File: src/rtl/axis_out_compactor.sv
// Repacks a sparse AXI-Stream (byte count carried in tuser) into dense full-width
// beats, preserving packet boundaries; only the last beat of a packet may be partial.
module axis_out_compactor #(
  parameter int DATA_WIDTH = 128,
  parameter int W_BPT      = 8,
  localparam int BYTES     = DATA_WIDTH / 8
) (
  input  logic                  aclk,
  input  logic                  aresetn,
  input  logic                  s_axis_tvalid,
  output logic                  s_axis_tready,
  input  logic [DATA_WIDTH-1:0] s_axis_tdata,
  input  logic                  s_axis_tlast,
  input  logic [W_BPT-1:0]      s_axis_tuser,
  output logic                  m_axis_tvalid,
  input  logic                  m_axis_tready,
  output logic [DATA_WIDTH-1:0] m_axis_tdata,
  output logic [BYTES-1:0]      m_axis_tkeep,
  output logic                  m_axis_tlast
);

  localparam int CW = $clog2(BYTES);
  localparam int NW = CW + 1;
  localparam int TW = CW + 2;
  localparam int AW = (BYTES - 1) * 8;
  localparam int XW = DATA_WIDTH + AW;

  typedef enum logic {RUN, FLUSH} state_t;

  state_t                state_q, state_d;
  logic [CW-1:0]         cnt_q, cnt_d;
  logic [AW-1:0]         acc_q, acc_d;
  logic                  m_valid_q, m_valid_d;
  logic [DATA_WIDTH-1:0] m_data_q, m_data_d;
  logic [BYTES-1:0]      m_keep_q, m_keep_d;
  logic                  m_last_q, m_last_d;

  logic [NW-1:0]         n_eff;
  logic [BYTES-1:0]      in_mask;
  logic [DATA_WIDTH-1:0] in_bytes;
  logic [XW-1:0]         merged;
  logic [TW-1:0]         total;
  logic [CW-1:0]         rem;
  logic                  accept;
  logic                  out_taken;

  function automatic logic [BYTES-1:0] low_mask(input logic [TW-1:0] k);
    low_mask = '0;
    for (int i = 0; i < BYTES; i++) begin
      low_mask[i] = (TW'(i) < k);
    end
  endfunction

  assign s_axis_tready = aresetn && (state_q == RUN) && (!m_valid_q || m_axis_tready);
  assign accept        = s_axis_tvalid && s_axis_tready;
  assign out_taken     = m_valid_q && m_axis_tready;

  assign m_axis_tvalid = m_valid_q;
  assign m_axis_tdata  = m_data_q;
  assign m_axis_tkeep  = m_keep_q;
  assign m_axis_tlast  = m_last_q;

  // Mask off bytes past the declared count, then splice them in right after the held bytes.
  always_comb begin
    n_eff    = (s_axis_tuser > W_BPT'(BYTES)) ? NW'(BYTES) : NW'(s_axis_tuser);
    in_mask  = low_mask(TW'(n_eff));
    in_bytes = '0;
    for (int i = 0; i < BYTES; i++) begin
      in_bytes[i*8 +: 8] = in_mask[i] ? s_axis_tdata[i*8 +: 8] : 8'h00;
    end
    merged = (XW'(in_bytes) << {cnt_q, 3'b000}) | XW'(acc_q);
    total  = TW'(cnt_q) + TW'(n_eff);
    rem    = CW'(total - TW'(BYTES));
  end

  always_comb begin
    state_d   = state_q;
    cnt_d     = cnt_q;
    acc_d     = acc_q;
    m_valid_d = m_valid_q;
    m_data_d  = m_data_q;
    m_keep_d  = m_keep_q;
    m_last_d  = m_last_q;

    if (out_taken) begin
      m_valid_d = 1'b0;
    end

    case (state_q)
      RUN: begin
        if (accept) begin
          if (total < TW'(BYTES)) begin
            if (s_axis_tlast) begin
              m_valid_d = 1'b1;
              m_data_d  = merged[DATA_WIDTH-1:0];
              m_keep_d  = low_mask(total);
              m_last_d  = 1'b1;
              cnt_d     = '0;
              acc_d     = '0;
            end else begin
              cnt_d = CW'(total);
              acc_d = merged[AW-1:0];
            end
          end else if (total == TW'(BYTES)) begin
            m_valid_d = 1'b1;
            m_data_d  = merged[DATA_WIDTH-1:0];
            m_keep_d  = '1;
            m_last_d  = s_axis_tlast;
            cnt_d     = '0;
            acc_d     = '0;
          end else begin
            // Overflow: the remainder waits in acc, either for more input or for a flush beat.
            m_valid_d = 1'b1;
            m_data_d  = merged[DATA_WIDTH-1:0];
            m_keep_d  = '1;
            m_last_d  = 1'b0;
            cnt_d     = rem;
            acc_d     = merged[XW-1:DATA_WIDTH];
            if (s_axis_tlast) begin
              state_d = FLUSH;
            end
          end
        end
      end
      FLUSH: begin
        if (out_taken) begin
          m_valid_d = 1'b1;
          m_data_d  = DATA_WIDTH'(acc_q);
          m_keep_d  = low_mask(TW'(cnt_q));
          m_last_d  = 1'b1;
          cnt_d     = '0;
          acc_d     = '0;
          state_d   = RUN;
        end
      end
      default: state_d = RUN;
    endcase
  end

  always_ff @(posedge aclk or negedge aresetn) begin
    if (!aresetn) begin
      state_q   <= RUN;
      cnt_q     <= '0;
      acc_q     <= '0;
      m_valid_q <= 1'b0;
      m_data_q  <= '0;
      m_keep_q  <= '0;
      m_last_q  <= 1'b0;
    end else begin
      state_q   <= state_d;
      cnt_q     <= cnt_d;
      acc_q     <= acc_d;
      m_valid_q <= m_valid_d;
      m_data_q  <= m_data_d;
      m_keep_q  <= m_keep_d;
      m_last_q  <= m_last_d;
    end
  end

endmodule
File: config.mk
export PLATFORM = sky130hd
export DESIGN_NAME = axis_out_compactor
export DESIGN_NICKNAME = d
export VERILOG_FILES = /design/src/rtl/axis_out_compactor.sv
export SDC_FILE = /design/constraint.sdc
export NUM_CORES = 1
export LEC_CHECK = 0
export ABC_AREA = 1
export CAP_MARGIN = 20
export CORE_MARGIN = 2
export CORE_UTILIZATION = 34
export DETAILED_ROUTE_END_ITERATION = 10
export PLACE_DENSITY = 0.52
export SYNTH_ARGS = -nofsm -noshare
export SYNTH_HDL_FRONTEND = slang
export SYNTH_SLANG_ARGS = --single-unit
File: constraint.sdc
create_clock -name aclk -period 2.23 [get_ports aclk]
set_input_delay 0.3345 -clock aclk [delete_from_list [all_inputs] [get_ports aclk]]
set_output_delay 0.3345 -clock aclk [all_outputs]
set_load 0.01 [all_outputs]
* Word level (Yosys, flattened, before mapping)
Cells that the tools add are included.
** Storage, ports and cells
- Bits in registers :: 271
- Latch bits :: 0
- Memory bits (writable) :: 0
- Bits in read-only memories :: 0
- Input bits :: 141
- Output and inout bits :: 147
- Logic and storage cells :: 130
- Memories :: 0
** Operators by class
- Add/sub/neg operators :: 2
- Multipliers :: 0
- Divide/modulo/power cells :: 0
- $lt $le $gt $ge :: 49
- Eq/ne operators :: 4
- Shift-type cells :: 1
- Mux-type cells :: 57
- Bitwise gates (word level) :: 2
- Reduce and logical (&&, ||, !) cells :: 8
** Operators by type and width (number)
- 2-to-1 mux 120 bit :: 5
- 2-to-1 mux 128 bit :: 4
- case mux 128 bit (2 select lines) :: 1
- OR 248 x 120 -> 248 bit :: 1
- << shifter 128 x 7 -> 248 bit :: 1
- case mux 120 bit (2 select lines) :: 1
- 2-to-1 mux 8 bit :: 16
- 2-to-1 mux 16 bit :: 4
- less-than comparator 4 x 6 -> 1 bit, first input constant :: 8
- less-than comparator 4 x 5 -> 1 bit, first input constant :: 8
- case mux 16 bit (2 select lines) :: 1
- less-than comparator 4 bit, first input constant :: 7
- less-than comparator 3 x 6 -> 1 bit, first input constant :: 4
- less-than comparator 3 x 5 -> 1 bit, first input constant :: 4
- 2-to-1 mux 4 bit :: 5
- less-than comparator 3 x 4 -> 1 bit, first input constant :: 4
- 2-to-1 mux 1 bit :: 15
- less-than comparator 1 x 6 -> 1 bit, first input constant :: 2
- less-than comparator 2 x 6 -> 1 bit, first input constant :: 2
- less-than comparator 1 x 5 -> 1 bit, first input constant :: 2
- less-than comparator 2 x 5 -> 1 bit, first input constant :: 2
- > comparator 8 x 5 -> 1 bit, second input constant :: 1
- less-than comparator 1 x 4 -> 1 bit, first input constant :: 2
- less-than comparator 2 x 4 -> 1 bit, first input constant :: 2
- other kinds (16) :: 21

* Depth between registers and ports, before layout
- Depth in word-level cells :: 10
- Depth in mapped cells :: 24
- Mapped depth without buffers :: 21

* Least setup slack after synthesis
No wires, ideal clock.
- Path type :: input port to flip-flop
- From :: input s_axis_tuser[2]
- To :: register acc_q[7]
- Setup time :: 0.117 ns
- Arrival time :: 2.570 ns
- Required time :: 2.113 ns
- Setup slack :: -0.457 ns
- Cell stages on the path :: 23
- Path buffers :: 3
- Cell sequence :: buf_6 > nor2_8 > nand2_2 > a21oi_4 > inv_1 > nor2_1 > ha_1 > a21oi_1 > inv_1 > nand2_1 > nand3_1 > nand2_1 > nand2_1 > nor2_2 > nand2_1 > nand2_2 > inv_2 > buf_6 > buf_6 > nand2_1 > o21ai_1 > nand2_1 > nand2_1
** Between the ends
- Longest elaborated chain between the ends :: 10
- Elaborated cells between the ends (all ways) :: 44
- Those cells by class :: add/sub (1); order compare (18); eq/ne (1); shift (1); mux (22); bitwise (1)
** Ends and longest elaborated chain
- start, declared :: line 14 : input logic [W_BPT-1:0] s_axis_tuser,
- > comparator 8 x 5 -> 1 bit :: line 65 : n_eff = (s_axis_tuser > W_BPT'(BYTES)) ? NW'(BYTES) : NW'(s_axis_tuser);
- 2-to-1 mux 5 bit * :: line 65
- less-than comparator 1 x 5 -> 1 bit, or another cell as far along :: line 50 : low_mask[i] = (TW'(i) < k);
- 2-to-1 mux 8 bit :: line 69 : in_bytes[i*8 +: 8] = in_mask[i] ? s_axis_tdata[i*8 +: 8] : 8'h00;
- << shifter 128 x 7 -> 248 bit :: line 71 : merged = (XW'(in_bytes) << {cnt_q, 3'b000}) | XW'(acc_q);
- OR 248 x 120 -> 248 bit :: line 71
- 2-to-1 mux 120 bit (on tied branches) :: line 104, 93
- 2-to-1 mux 120 bit * :: line 92 : if (total < TW'(BYTES)) begin
- 2-to-1 mux 120 bit * :: line 91 : if (accept) begin
- case mux 120 bit (2 select lines) * :: line 89 : case (state_q)
- end signal, assigned :: line 144 : acc_q <= '0;
- end signal, assigned :: line 152 : acc_q <= acc_d;
- end, declared :: line 32 : logic [AW-1:0] acc_q, acc_d;
Every way passes the cells marked *; elsewhere a longest branch is shown, timed or not. The select of a mux whose other input is x is not followed.
A chain may end at the register's enable or synchronous reset.

* Worst setup path after layout
- From :: register cnt_q[0]
- To :: register acc_q[87]
** Between the ends
- Longest elaborated chain between the ends :: 6
- Elaborated cells between the ends (all ways) :: 10
- Those cells by class :: add/sub (1); order compare (1); eq/ne (1); shift (1); mux (5); bitwise (1)
** Ends and longest elaborated chain
- start, declared :: line 31 : logic [CW-1:0] cnt_q, cnt_d;
- start signal, assigned :: line 151 : cnt_q <= cnt_d;
- parallel branches: the longest is 3 deep, another holds adder 4 x 5 -> 6 bit
- 2-to-1 mux 120 bit * :: line 92
- 2-to-1 mux 120 bit * :: line 91
- case mux 120 bit (2 select lines) * :: line 89
Mark *: on every way between the ends. The select of a mux whose other input is x is not followed.

==> run summary <==
fmax = 0.3939 GHz
GRT Residual Overflow = 0
pin count of the biggest net entering global routing = 140
placed insts = 4790
Mapped Nets = 3672
CTS HTree Levels = 2
Syn Inst Count = 3527
CTS root buf = clkbuf_16
ys async rst share = 100.0%
vias = 26470
setup tns final = -50.04 ns
area grow syn2layout = 43.69%
Hold WS = -0.02332 ns
layout cells sized above 1 = 17.33%
Rel. slew slack = 32.02%
CP Cell Sequence = buf_4 > nand2_1 > buf_4 > nor2_1 > inv_1 > o21ai_0 > nand2_1 > nand2_1 > nand2_1 > nand2_1
total CTS buffers = 36
clock sinks = 271
clock latency on the worst-skew pair = 0.58 ns
worst slew pin tran = 1.020 ns
post-layout util = 49.69%
number of fill cells in the layout = 6377
failing checks = negative hold slack, negative setup slack
Critical Path RT = 2.72 ns
number of port buffers = 287
Die H = 252.2 µm
clock slew at reported path FFs = 0.06 ns
Hold Violations, Final = 49
crit path time final = 2.539 ns
Max rail drop VDD = 0.6178 mV
WP buf/inv = 3
dominant synthesized flop cell = dfrtp_1
num ports = 288
initial DRC count = 3041
leak pwr = 0.01565 µW
Slowest-stage cell, CP = o21ai_0
kind of critical path = reg2reg
Max FO, Critical Path = 11
commonest non-fill, non-tap cell in the layout = nand2_1
Die ar. = 63620 µm²
Placed Instance Area = 27770 µm²
Nets = 4223
initial antenna violation count = 2
Post-synth EDFFs = 0
vias in the first global route = 24520
crit-path most repeated cell = nand2_1
status = finished, violations left
CTS tree = yes
crit path launch type = flop
Detail Placement HPWL = 87030 µm
first-pass GRT wire length = 164000 µm
ANT nets after route = 0
final wirelength = 113900 µm
Synth Cell Area = 20950 µm²
Core Region = 60580 µm²
Syn Area/Cell = 5.940 µm²
GP Congestion = 1.056
Seq/Total Area, Yosys = 32.37%
Clock Path Buffers = 3
# DRC = 0
PD cells = 1411 nW/µm²
number of synthesis warnings = 0
Initial Util = 34.58%
Avg WL per Cell = 23.31 µm
die width = 252.2 µm
setup violators final = 266
Placement Setup Slack = -1.196 ns
final std cells w/o fill = 4886
critical path endpoint category = flop
crit share post-route = 113.8%
final setup margin = -0.3087 ns
GR Util All Layers = 34.94%
# Max-Cap Violations = 0
RSZ-0062 raised after global routing = yes
Hold Path Class = in2async
CP arrival = 3.03 ns
Clock Skew = 0.03841 ns
family with the most delay on the worst path = simple AND/OR/NAND/NOR gates
most frequent cells in the layout = nand2_1 (1516), nand3_1 (528), buf_4 (370)
via/cell ratio = 5.418
# rows = 90
final instance area = 30110 µm²
Netlist cell types = 40
slowest stage delay, CP = 0.48 ns
Slew Limit Fails = 0
Yosys reg bits = 271
flop2flop setup slack = -0.31 ns
drt pass-1 iters = 5
==> per-layer routing <==
layer / up-vias / share of wire [%] / track usage [%] / wire length, µm
li1: 12540 / - / - / -
met1: 12370 / 41 / 46.18 / 46830
met2: 1297 / 44 / 53.82 / 49600
met3: 265 / 9.1 / 6.797 / 10370
met4: 0 / 6.2 / 18.87 / 7081
met5: - / 0 / 0 / 0
==> final timing paths <==
kind / from / to / cells past startpoint
max: cnt_q[0] / acc_q[87] / 10
min: aresetn / m_axis_tdata[91] / 2
max reg2reg: cnt_q[0] / acc_q[87] / 10
min reg2reg: m_axis_tkeep[15] / m_axis_tkeep[15] / 2
max in group asynchronous: aresetn / m_axis_tdata[100] / 3
min in group aclk: m_axis_tkeep[15] / m_axis_tkeep[15] / 2
==> stage by stage <==
stage | hold slack (ns) | total power (µW)
finish | -0.02332 | 42480
floorplan | 0.03891 | 20590
detailed placement | 0.4389 | 34470
global placement | 0.4314 | 34470
CTS | 0.01806 | 41200
global route | 0.03938 | 44780
==> synthesized netlist by cell type, drive strengths merged, types with 9 or more instances <==
cell	instances	area share, %
a21oi	41	1.0
buf	120	3.0
clkbuf	121	2.2
dfrtp	271	32
inv	233	4.2
nand2	1598	29
nand3	563	14
nand4	88	2.6
nor2	116	2.3
nor3	13	0.31
o211ai	43	1.6
o21ai	286	6.8
o21bai	9	0.32
==> cells by family (layout without fill, tap and decap cells) <==
logic type | count (synthesis) | after routing | synth area share [%]
buf+inv | 478 | 1054 | 9.454
flops | 271 | 271 | 32.37
compound gates | 394 | 394 | 10.36
simple gates | 2380 | 2380 | 47.55
other cells | 0 | 1 | 0
fa+ha+maj | 4 | 4 | 0.2747
==> report_power, final <==
part / internal (µW) / total (µW) / switching [µW] / leakage (µW)
Sequential: 6720 / 7780 / 1060 / 0.00355
Combinational: 10700 / 28900 / 18200 / 0.0115
Clock: 3410 / 5840 / 2420 / 0.000576
==> registers in the layout, summed over array words and instances (netlist names) <==
register       count
state_q            1
m_axis_tdata     128
cnt_q              4
m_axis_tkeep      16
m_axis_tlast       1
acc_q            120
m_axis_tvalid      1
==> final cells by class <==
class | count | area (µm²) | area share [%]
Timing Repair inverter | 1 | 8.758 | 0.02909
Multi-Input combinational cell | 2778 | 12790 | 42.49
Timing Repair Buffer | 753 | 7460 | 24.78
Inverter | 237 | 915.9 | 3.042
Antenna cell | 1 | 2.502 | 0.008312
Clock inverter | 17 | 152.6 | 0.5070
Clock buffer | 46 | 999.7 | 3.321
Sequential cell | 271 | 6795 | 22.57
Tap cell | 782 | 978.4 | 3.250
==> timing repair <==
action	CTS	global route
pin swaps	40	38
gates resized for setup	165	119
setup endpoints to repair	271	268
hold endpoints to repair	80	9
hold buffers	1	1
gates cloned	5	8
buffers inserted	11	7
Note: power is estimated with default switching activity, not from simulation.
